--- src/rtl/nes_ctrl_poller.sv ---
// Serial NES/SNES pad poller: drives a shared latch and per-port shift clocks,
// samples synchronised data lines and publishes whole button words per poll.
module nes_ctrl_poller #(
  parameter int NUM_CTRL     = 2,
  parameter int NUM_BITS     = 8,
  parameter int PULSE_CYCLES = 4,
  parameter int POLL_PERIOD  = 0,
  parameter int INVERT_DATA  = 1
) (
  input  logic                         clk,
  input  logic                         rst,
  input  logic                         poll_req,
  input  logic [NUM_CTRL-1:0]          ctrl_data,
  output logic                         ctrl_latch,
  output logic [NUM_CTRL-1:0]          ctrl_clk,
  output logic [NUM_CTRL*NUM_BITS-1:0] buttons,
  output logic                         buttons_valid,
  output logic                         busy,
  output logic [2:0]                   dbg_state
);

  // Handshake: poll_req is a one-cycle strobe with no ready; a request (or
  // auto tick) seen while busy is merged into a single pending poll.
  // buttons_valid is a one-cycle strobe with no backpressure.

  localparam int PW = (PULSE_CYCLES > 1) ? $clog2(PULSE_CYCLES) : 1;
  localparam int BW = $clog2(NUM_BITS + 1);
  localparam logic [PW-1:0] PHASE_LAST = PW'(PULSE_CYCLES - 1);
  localparam logic [BW-1:0] BITS_ALL   = BW'(NUM_BITS);

  typedef enum logic [2:0] {
    IDLE   = 3'd0,
    LATCH  = 3'd1,
    GAP    = 3'd2,
    CLK_HI = 3'd3,
    CLK_LO = 3'd4,
    DONE   = 3'd5
  } state_t;

  state_t                       state;
  logic [PW-1:0]                phase;
  logic [BW-1:0]                bit_cnt;
  logic                         pending;
  logic                         auto_tick;
  logic                         phase_end;
  logic                         last_bit;
  logic [NUM_CTRL-1:0]          sync1;
  logic [NUM_CTRL-1:0]          sync2;
  logic [NUM_CTRL-1:0]          sample;
  logic [NUM_CTRL*NUM_BITS-1:0] shadow;
  logic [NUM_CTRL*NUM_BITS-1:0] shadow_shift;

  assign dbg_state = state;

  always_ff @(posedge clk or posedge rst) begin
    if (rst) begin
      sync1 <= '0;
      sync2 <= '0;
    end else begin
      sync1 <= ctrl_data;
      sync2 <= sync1;
    end
  end

  assign sample = (INVERT_DATA != 0) ? ~sync2 : sync2;

  // First bit shifted in ends up at bit 0 once NUM_BITS samples have arrived.
  always_comb begin
    shadow_shift = shadow;
    for (int p = 0; p < NUM_CTRL; p++) begin
      shadow_shift[p*NUM_BITS +: NUM_BITS] =
        {sample[p], shadow[p*NUM_BITS+1 +: NUM_BITS-1]};
    end
  end

  generate
    if (POLL_PERIOD > 0) begin : g_auto
      localparam int AW = (POLL_PERIOD > 1) ? $clog2(POLL_PERIOD) : 1;
      localparam logic [AW-1:0] AUTO_LAST = AW'(POLL_PERIOD - 1);
      logic [AW-1:0] auto_cnt;

      always_ff @(posedge clk or posedge rst) begin
        if (rst) begin
          auto_cnt <= '0;
        end else if (auto_cnt == AUTO_LAST) begin
          auto_cnt <= '0;
        end else begin
          auto_cnt <= auto_cnt + 1'b1;
        end
      end

      assign auto_tick = (auto_cnt == AUTO_LAST);
    end else begin : g_manual
      assign auto_tick = 1'b0;
    end
  endgenerate

  assign phase_end = (phase == PHASE_LAST);
  assign last_bit  = (BW'(bit_cnt + 1'b1) == BITS_ALL);

  always_ff @(posedge clk or posedge rst) begin
    if (rst) begin
      state         <= IDLE;
      phase         <= '0;
      bit_cnt       <= '0;
      pending       <= 1'b0;
      ctrl_latch    <= 1'b0;
      ctrl_clk      <= '0;
      buttons       <= '0;
      buttons_valid <= 1'b0;
      busy          <= 1'b0;
      shadow        <= '0;
    end else begin
      buttons_valid <= 1'b0;
      if (state != IDLE && (poll_req || auto_tick)) begin
        pending <= 1'b1;
      end
      unique case (state)
        IDLE: begin
          if (poll_req || pending || auto_tick) begin
            state      <= LATCH;
            ctrl_latch <= 1'b1;
            busy       <= 1'b1;
            pending    <= 1'b0;
            phase      <= '0;
            bit_cnt    <= '0;
          end
        end
        LATCH: begin
          if (phase_end) begin
            phase      <= '0;
            ctrl_latch <= 1'b0;
            state      <= GAP;
          end else begin
            phase <= phase + 1'b1;
          end
        end
        GAP, CLK_LO: begin
          if (phase_end) begin
            phase   <= '0;
            shadow  <= shadow_shift;
            bit_cnt <= bit_cnt + 1'b1;
            if (last_bit) begin
              state         <= DONE;
              buttons       <= shadow_shift;
              buttons_valid <= 1'b1;
            end else begin
              state    <= CLK_HI;
              ctrl_clk <= {NUM_CTRL{1'b1}};
            end
          end else begin
            phase <= phase + 1'b1;
          end
        end
        CLK_HI: begin
          if (phase_end) begin
            phase    <= '0;
            ctrl_clk <= '0;
            state    <= CLK_LO;
          end else begin
            phase <= phase + 1'b1;
          end
        end
        DONE: begin
          state <= IDLE;
          busy  <= 1'b0;
        end
        default: begin
          state <= IDLE;
        end
      endcase
    end
  end

endmodule

--- config.mk ---
export PLATFORM = sky130hd
export DESIGN_NAME = nes_ctrl_poller
export DESIGN_NICKNAME = d
export VERILOG_FILES = /design/src/rtl/nes_ctrl_poller.sv
export SDC_FILE = /design/constraint.sdc
export NUM_CORES = 1
export LEC_CHECK = 0
export BUFFER_PORTS_ARGS = -buffer_cell sky130_fd_sc_hd__buf_2
export CELL_PAD_IN_SITES_DETAIL_PLACEMENT = 1
export CELL_PAD_IN_SITES_GLOBAL_PLACEMENT = 1
export CORE_ASPECT_RATIO = 1.4
export CORE_MARGIN = 1
export CORE_UTILIZATION = 29
export CTS_BUF_LIST = sky130_fd_sc_hd__clkbuf_8
export DETAILED_ROUTE_END_ITERATION = 8
export PLACE_DENSITY = 0.59
export REMOVE_ABC_BUFFERS = 1
export SLEW_MARGIN = 20
export SYNTH_ARGS = -nofsm -noshare
export SYNTH_HDL_FRONTEND = slang
export SYNTH_SLANG_ARGS = --single-unit
--- constraint.sdc ---
create_clock -name clk -period 2.2 [get_ports clk]
set_clock_uncertainty 0.15 [all_clocks]
set_input_delay 0.55 -clock clk [delete_from_list [all_inputs] [get_ports clk]]
set_output_delay 0.55 -clock clk [all_outputs]
set_load 0.01 [all_outputs]
# Word-level counts from Yosys, hierarchy flattened
# Index checks and enable logic that the tools add are counted.
# word_totals
regBits	51
inputBits	5
out_inout_bits	24
word_cells	72
# op_classes
n_addsub	2
eq_ne	12
muxes	26
n_bitwise	1
n_reduce_logical	19
# op_table
cell	count
3-bit 2-to-1 mux	5
3-bit case mux with 4 select lines	1
2-bit 2-to-1 mux	5
2-bit != test, second input constant	5
2-bit nonzero test	5
3-bit AND reduction	3
1-bit 2-to-1 mux	8
4-bit 2-to-1 mux	2
2-bit case mux with 2 select lines	2
4-bit case mux with 2 select lines	1
4-bit AND reduction	2
3-bit by 2-bit == test with 1-bit output, second input constant	2
3-bit == test, second input constant	2
2-bit AND reduction	3
4-bit by 1-bit adder with 4-bit output, second input constant	1
4-bit == test, second input constant	1
1-bit case mux with 2 select lines	2
4-bit OR reduction	1
3-bit by 1-bit == test with 1-bit output, second input constant	1
3-bit zero test	1
3-bit nonzero test	1
2-bit by 1-bit adder with 2-bit output, second input constant	1
2-bit == test, second input constant	1
2-bit inverter	1
3 further kinds	3

# Longest topological paths before layout
# depth
depth_word	5
depth_mapped	7

# Least setup slack after synthesis
# No wires, ideal clock.
# synth_path
path_kind	flip-flop to flip-flop
from	reg bit_cnt[0]
to	reg buttons[2]
setup_ps	125
arrival_time_ps	1788
setup_slack_ps	137
stages_incl_launch_ff	6
path_buffers	1
path_cell_list	dfrtp_1 -> ha_1 -> nand4bb_1 -> a21boi_4 -> buf_12 -> mux2_4
# synth_between
elab_chain_cells	3
# synth_lines
item	line	rtl
start: declaration	42	logic [BW-1:0] bit_cnt;
start signal: assignment	142	bit_cnt <= bit_cnt + 1'b1;
4-bit by 1-bit adder with 4-bit output	99	assign last_bit = (BW'(bit_cnt + 1'b1) == BITS_ALL);
4-bit == test	99	
3-bit AND reduction (no source line)	-	
end signal: assignment	145	buttons <= shadow_shift;
end: declaration	16	output logic [NUM_CTRL*NUM_BITS-1:0] buttons,
# No other way between the ends.
# A chain may end at the register's enable or synchronous reset.

# Final worst setup path
# layout_path
from	reg bit_cnt[0]
to	reg buttons[14]
# The elaborated chain is that of the path after synthesis.

==> impl_metrics.env <==
export IMPL_mostFrequentLayoutCells="48 x sky130_fd_sc_hd__dfrtp_1, 28 x sky130_fd_sc_hd__buf_2, 20 x sky130_fd_sc_hd__mux2_2"
export IMPL_crit_end="buttons[14]$_DFFE_PP0P_"
export IMPL_period_needed_ns=2.05
export IMPL_crit_reg2reg_capture="buttons[14]$_DFFE_PP0P_"
export IMPL_postLayoutCellArea_um2=2460
export IMPL_setup_worst_path_end_class="flop"
export IMPL_design_die_area_um2=7430
export IMPL_max_cap_violations=0
export IMPL_critical_path_cell_chain="ha_1 > nand4bb_1 > a21boi_4 > buf_12 > mux2_2"
export IMPL_status="finished clean"
export IMPL_path_depth=5
export IMPL_cts_resized_gates=0
export IMPL_tritoncts="yes"
export IMPL_fillCellCount=729
export IMPL_max_clock_path_buffers=2
export IMPL_worst_setup_path_type="reg -> reg"
export IMPL_die_height_um=102
export IMPL_grt_start_max_net_pins=29
export IMPL_cell_class_contributing_the_biggest_share_of_worst_path_delay="flip-flops"
export IMPL_post_dp_cell_area_um2=2330
export IMPL_first_global_vias=1438
export IMPL_synth_top_family_by_area="multiplexers"
export IMPL_hpwl_mm=2.88
export IMPL_worst_path_max_fanout=17
export IMPL_synth_area_leader_cell="sky130_fd_sc_hd__dfrtp_1"
export IMPL_synth_xor_area_frac=0.00426
export IMPL_finish_cell_count_without_fillers=279
export IMPL_buffer_ports_inserted=28
export IMPL_die_width_um=73.1
export IMPL_detail_route_wl_per_cell_um=14.4
export IMPL_vias=1334
export IMPL_cts_reportedPaths_clkPinSlew_ns=0.09
export IMPL_layout_cells_most_common="sky130_fd_sc_hd__dfrtp_1"
export IMPL_synth_simple_gate_area_share=0.0682
export IMPL_synth_area_top_cells="sky130_fd_sc_hd__dfrtp_1 58%, sky130_fd_sc_hd__mux2_2 11%, sky130_fd_sc_hd__mux2_4 5.1%, sky130_fd_sc_hd__a21oi_1 2.4%, sky130_fd_sc_hd__ha_1 1.8%"
export IMPL_setup_slack_ns=0.150
export IMPL_placeableCoreArea_um2=6700
export IMPL_drive_above_1_share=0.401
export IMPL_final_max_slew_viol_count=0
export IMPL_power_density_nw_per_um2=688
export IMPL_global_route_total_usage_across_every_layer=0.124
export IMPL_floorplan_rows=35
export IMPL_syn_area_um2=2050
export IMPL_synth_top_area_share=0.585
export IMPL_final_setup_vio_count=0
export IMPL_ctsRootBufferMaster="sky130_fd_sc_hd__clkbuf_8"
export IMPL_yosys_register_bits=48
export IMPL_antenna_found_initial=0
export IMPL_timing_hold_worst_class="in -> async"
export IMPL_compound_gate_portion_of_the_synthesized_area=0.111
export IMPL_drt_first_iter_violations=31
export IMPL_synth_sequential_area_ratio=0.585
export IMPL_place_detailed_instances=272
export IMPL_cts_post_setup_buffers_inserted=0
export IMPL_vdd_ir_drop_max_uv=344
export IMPL_grt_pass1_wl_mm=7.01
export IMPL_synthCells=153
export IMPL_cts_made_buffers=5
export IMPL_regToRegSetupSlack_ns=0.15
export IMPL_worst_ep_arrival_time_ns=2.08
export IMPL_cts_htree_levels=2
export IMPL_overflow=0
export IMPL_finalWeightedCongestion=0.723
export IMPL_clk_latency_ns=0.29
export IMPL_synth_adder_area_share=0.0183
export IMPL_post_drt_via_cell_ratio=4.78
export IMPL_rsz0062_at_grt="no"
export IMPL_io_pin_count=29
export IMPL_r2r_start="bit_cnt[0]$_DFFE_PP0P_"
export IMPL_setup_worst_path_start_class="flop"
export IMPL_critPathLaunch="bit_cnt[0]$_DFFE_PP0P_"
export IMPL_leakagePower_uw=0.00116
export IMPL_fin_crit_sh=0.932
export IMPL_synth_edf_count=0
export IMPL_postSynth_topFlopCell="sky130_fd_sc_hd__dfrtp_1"
export IMPL_syn_area_per_cell_um2=13.4
export IMPL_holdBufCountCts=0
export IMPL_drc=0
export IMPL_critPathRequiredTime_ns=2.23
export IMPL_tritoncts_num_sinks=48
export IMPL_fin_util=0.367
export IMPL_drtPass1Iterations=4
export IMPL_initial_cell_density_of_the_core=0.307
export IMPL_ant_nets=0
export IMPL_maxSlewHeadroom=0.709
export IMPL_yosys_mux_area_fraction=0.175
export IMPL_synth_cell_types=37
export IMPL_crit_path_top_delay_cell="sky130_fd_sc_hd__dfrtp_1"
export IMPL_num_nets_final=195
export IMPL_area_growth_synth_to_final_pct=19.8
export IMPL_synthArstFlopShare=1.00
export IMPL_critical_path_n_buffers_inverters=1
export IMPL_worst_r2r_path_depth=5
export IMPL_critical_path_max_stage_delay_ns=0.46
export IMPL_antenna_cells_inserted=0
export IMPL_final_hold_violation_count=0
export IMPL_worstMarginPinSlew_ns=0.436
export IMPL_achievable_frequency_ghz=0.488
export IMPL_dpl_worst_slack_ns=0.168
export IMPL_routed_wl_mm=4.02
export IMPL_yosys_warnings=0
cells by family (layout without fill, tap and decap cells):
kind of cell | after synthesis | after routing
AOI/OAI and AO/OA | 31 | 31
xor gates and xnor gates | 1 | 1
DFF | 48 | 48
and+or+nand+nor | 26 | 26
buffers and inverters | 14 | 48
muxes | 30 | 30
adders and majority gates | 3 | 3
flip-flops by register name (all words and copies together) (netlist names), 2 cells and up:
| signal | flops |
|---|---|
| buttons | 16 |
| phase | 2 |
| sync1 | 2 |
| shadow | 14 |
| bit_cnt | 4 |
| sync2 | 2 |
| dbg_state | 3 |
power by group:
group	switching (uW)	internal [uW]	total [uW]	leakage, uW
clock network	276	447	723	0.0000642
registers	12.3	902	914	0.000594
logic	29.5	24.9	54.4	0.000499
total	318	1370	1690	0.00116
layer usage:
layer / vias up / GRT usage / part of all wire
li1: 613 / - / -
met1: 691 / 0.145 / 0.41
met2: 25 / 0.222 / 0.55
met3: 5 / 0.0249 / 0.031
met4: 0 / 0.0437 / 0.010
met5: - / 0 / 0
synthesized netlist by cell type, types with 2 or more instances:
cell,count
sky130_fd_sc_hd__a21oi_1,10
sky130_fd_sc_hd__a22o_1,2
sky130_fd_sc_hd__a31oi_1,2
sky130_fd_sc_hd__buf_2,4
sky130_fd_sc_hd__clkbuf_1,2
sky130_fd_sc_hd__dfrtp_1,48
sky130_fd_sc_hd__ha_1,3
sky130_fd_sc_hd__inv_1,6
sky130_fd_sc_hd__mux2_2,20
sky130_fd_sc_hd__mux2_4,7
sky130_fd_sc_hd__mux2i_1,3
sky130_fd_sc_hd__nand2_1,4
sky130_fd_sc_hd__nand2b_1,2
sky130_fd_sc_hd__nand3_1,3
sky130_fd_sc_hd__nor2_1,6
sky130_fd_sc_hd__nor3_1,3
sky130_fd_sc_hd__o21ai_0,7
sky130_fd_sc_hd__o31ai_1,2
metrics by stage:
step | total power [uW] | setup TNS [ns] | hold slack, ns
finish | 1690 | 0 | 0.103
global route | 1770 | 0 | 0.112
CTS | 1720 | 0 | 0.105
detailed placement | 989 | 0 | 0.189
global placement | 986 | 0 | 0.184
floorplan | 962 | -11.33 | 0.181
how the worst min path moves through the flow:
stage / startpoint / slack (ns) / end
global placement: sync1[0]$_DFF_PP0_ / 0.18 / sync2[0]$_DFF_PP0_
global route: rst / 0.11 / buttons[9]$_DFFE_PP0P_
detailed placement: sync1[0]$_DFF_PP0_ / 0.19 / sync2[0]$_DFF_PP0_
CTS: rst / 0.11 / shadow[12]$_DFFE_PP0P_
floorplan: sync1[0]$_DFF_PP0_ / 0.18 / sync2[0]$_DFF_PP0_
finish: rst / 0.10 / buttons[11]$_DFFE_PP0P_
cell type report:
type                       instances  area [um2]  area share
clock inverter                     2        60.1      0.0244
multi-input combinational         91         776       0.315
inverter                           6        22.5     0.00915
timing repair buffer              35         218      0.0885
tap                               92         115      0.0468
clock buffer                       5        68.8      0.0280
sequential                        48        1200       0.488
(Power assumes the default switching activity.)
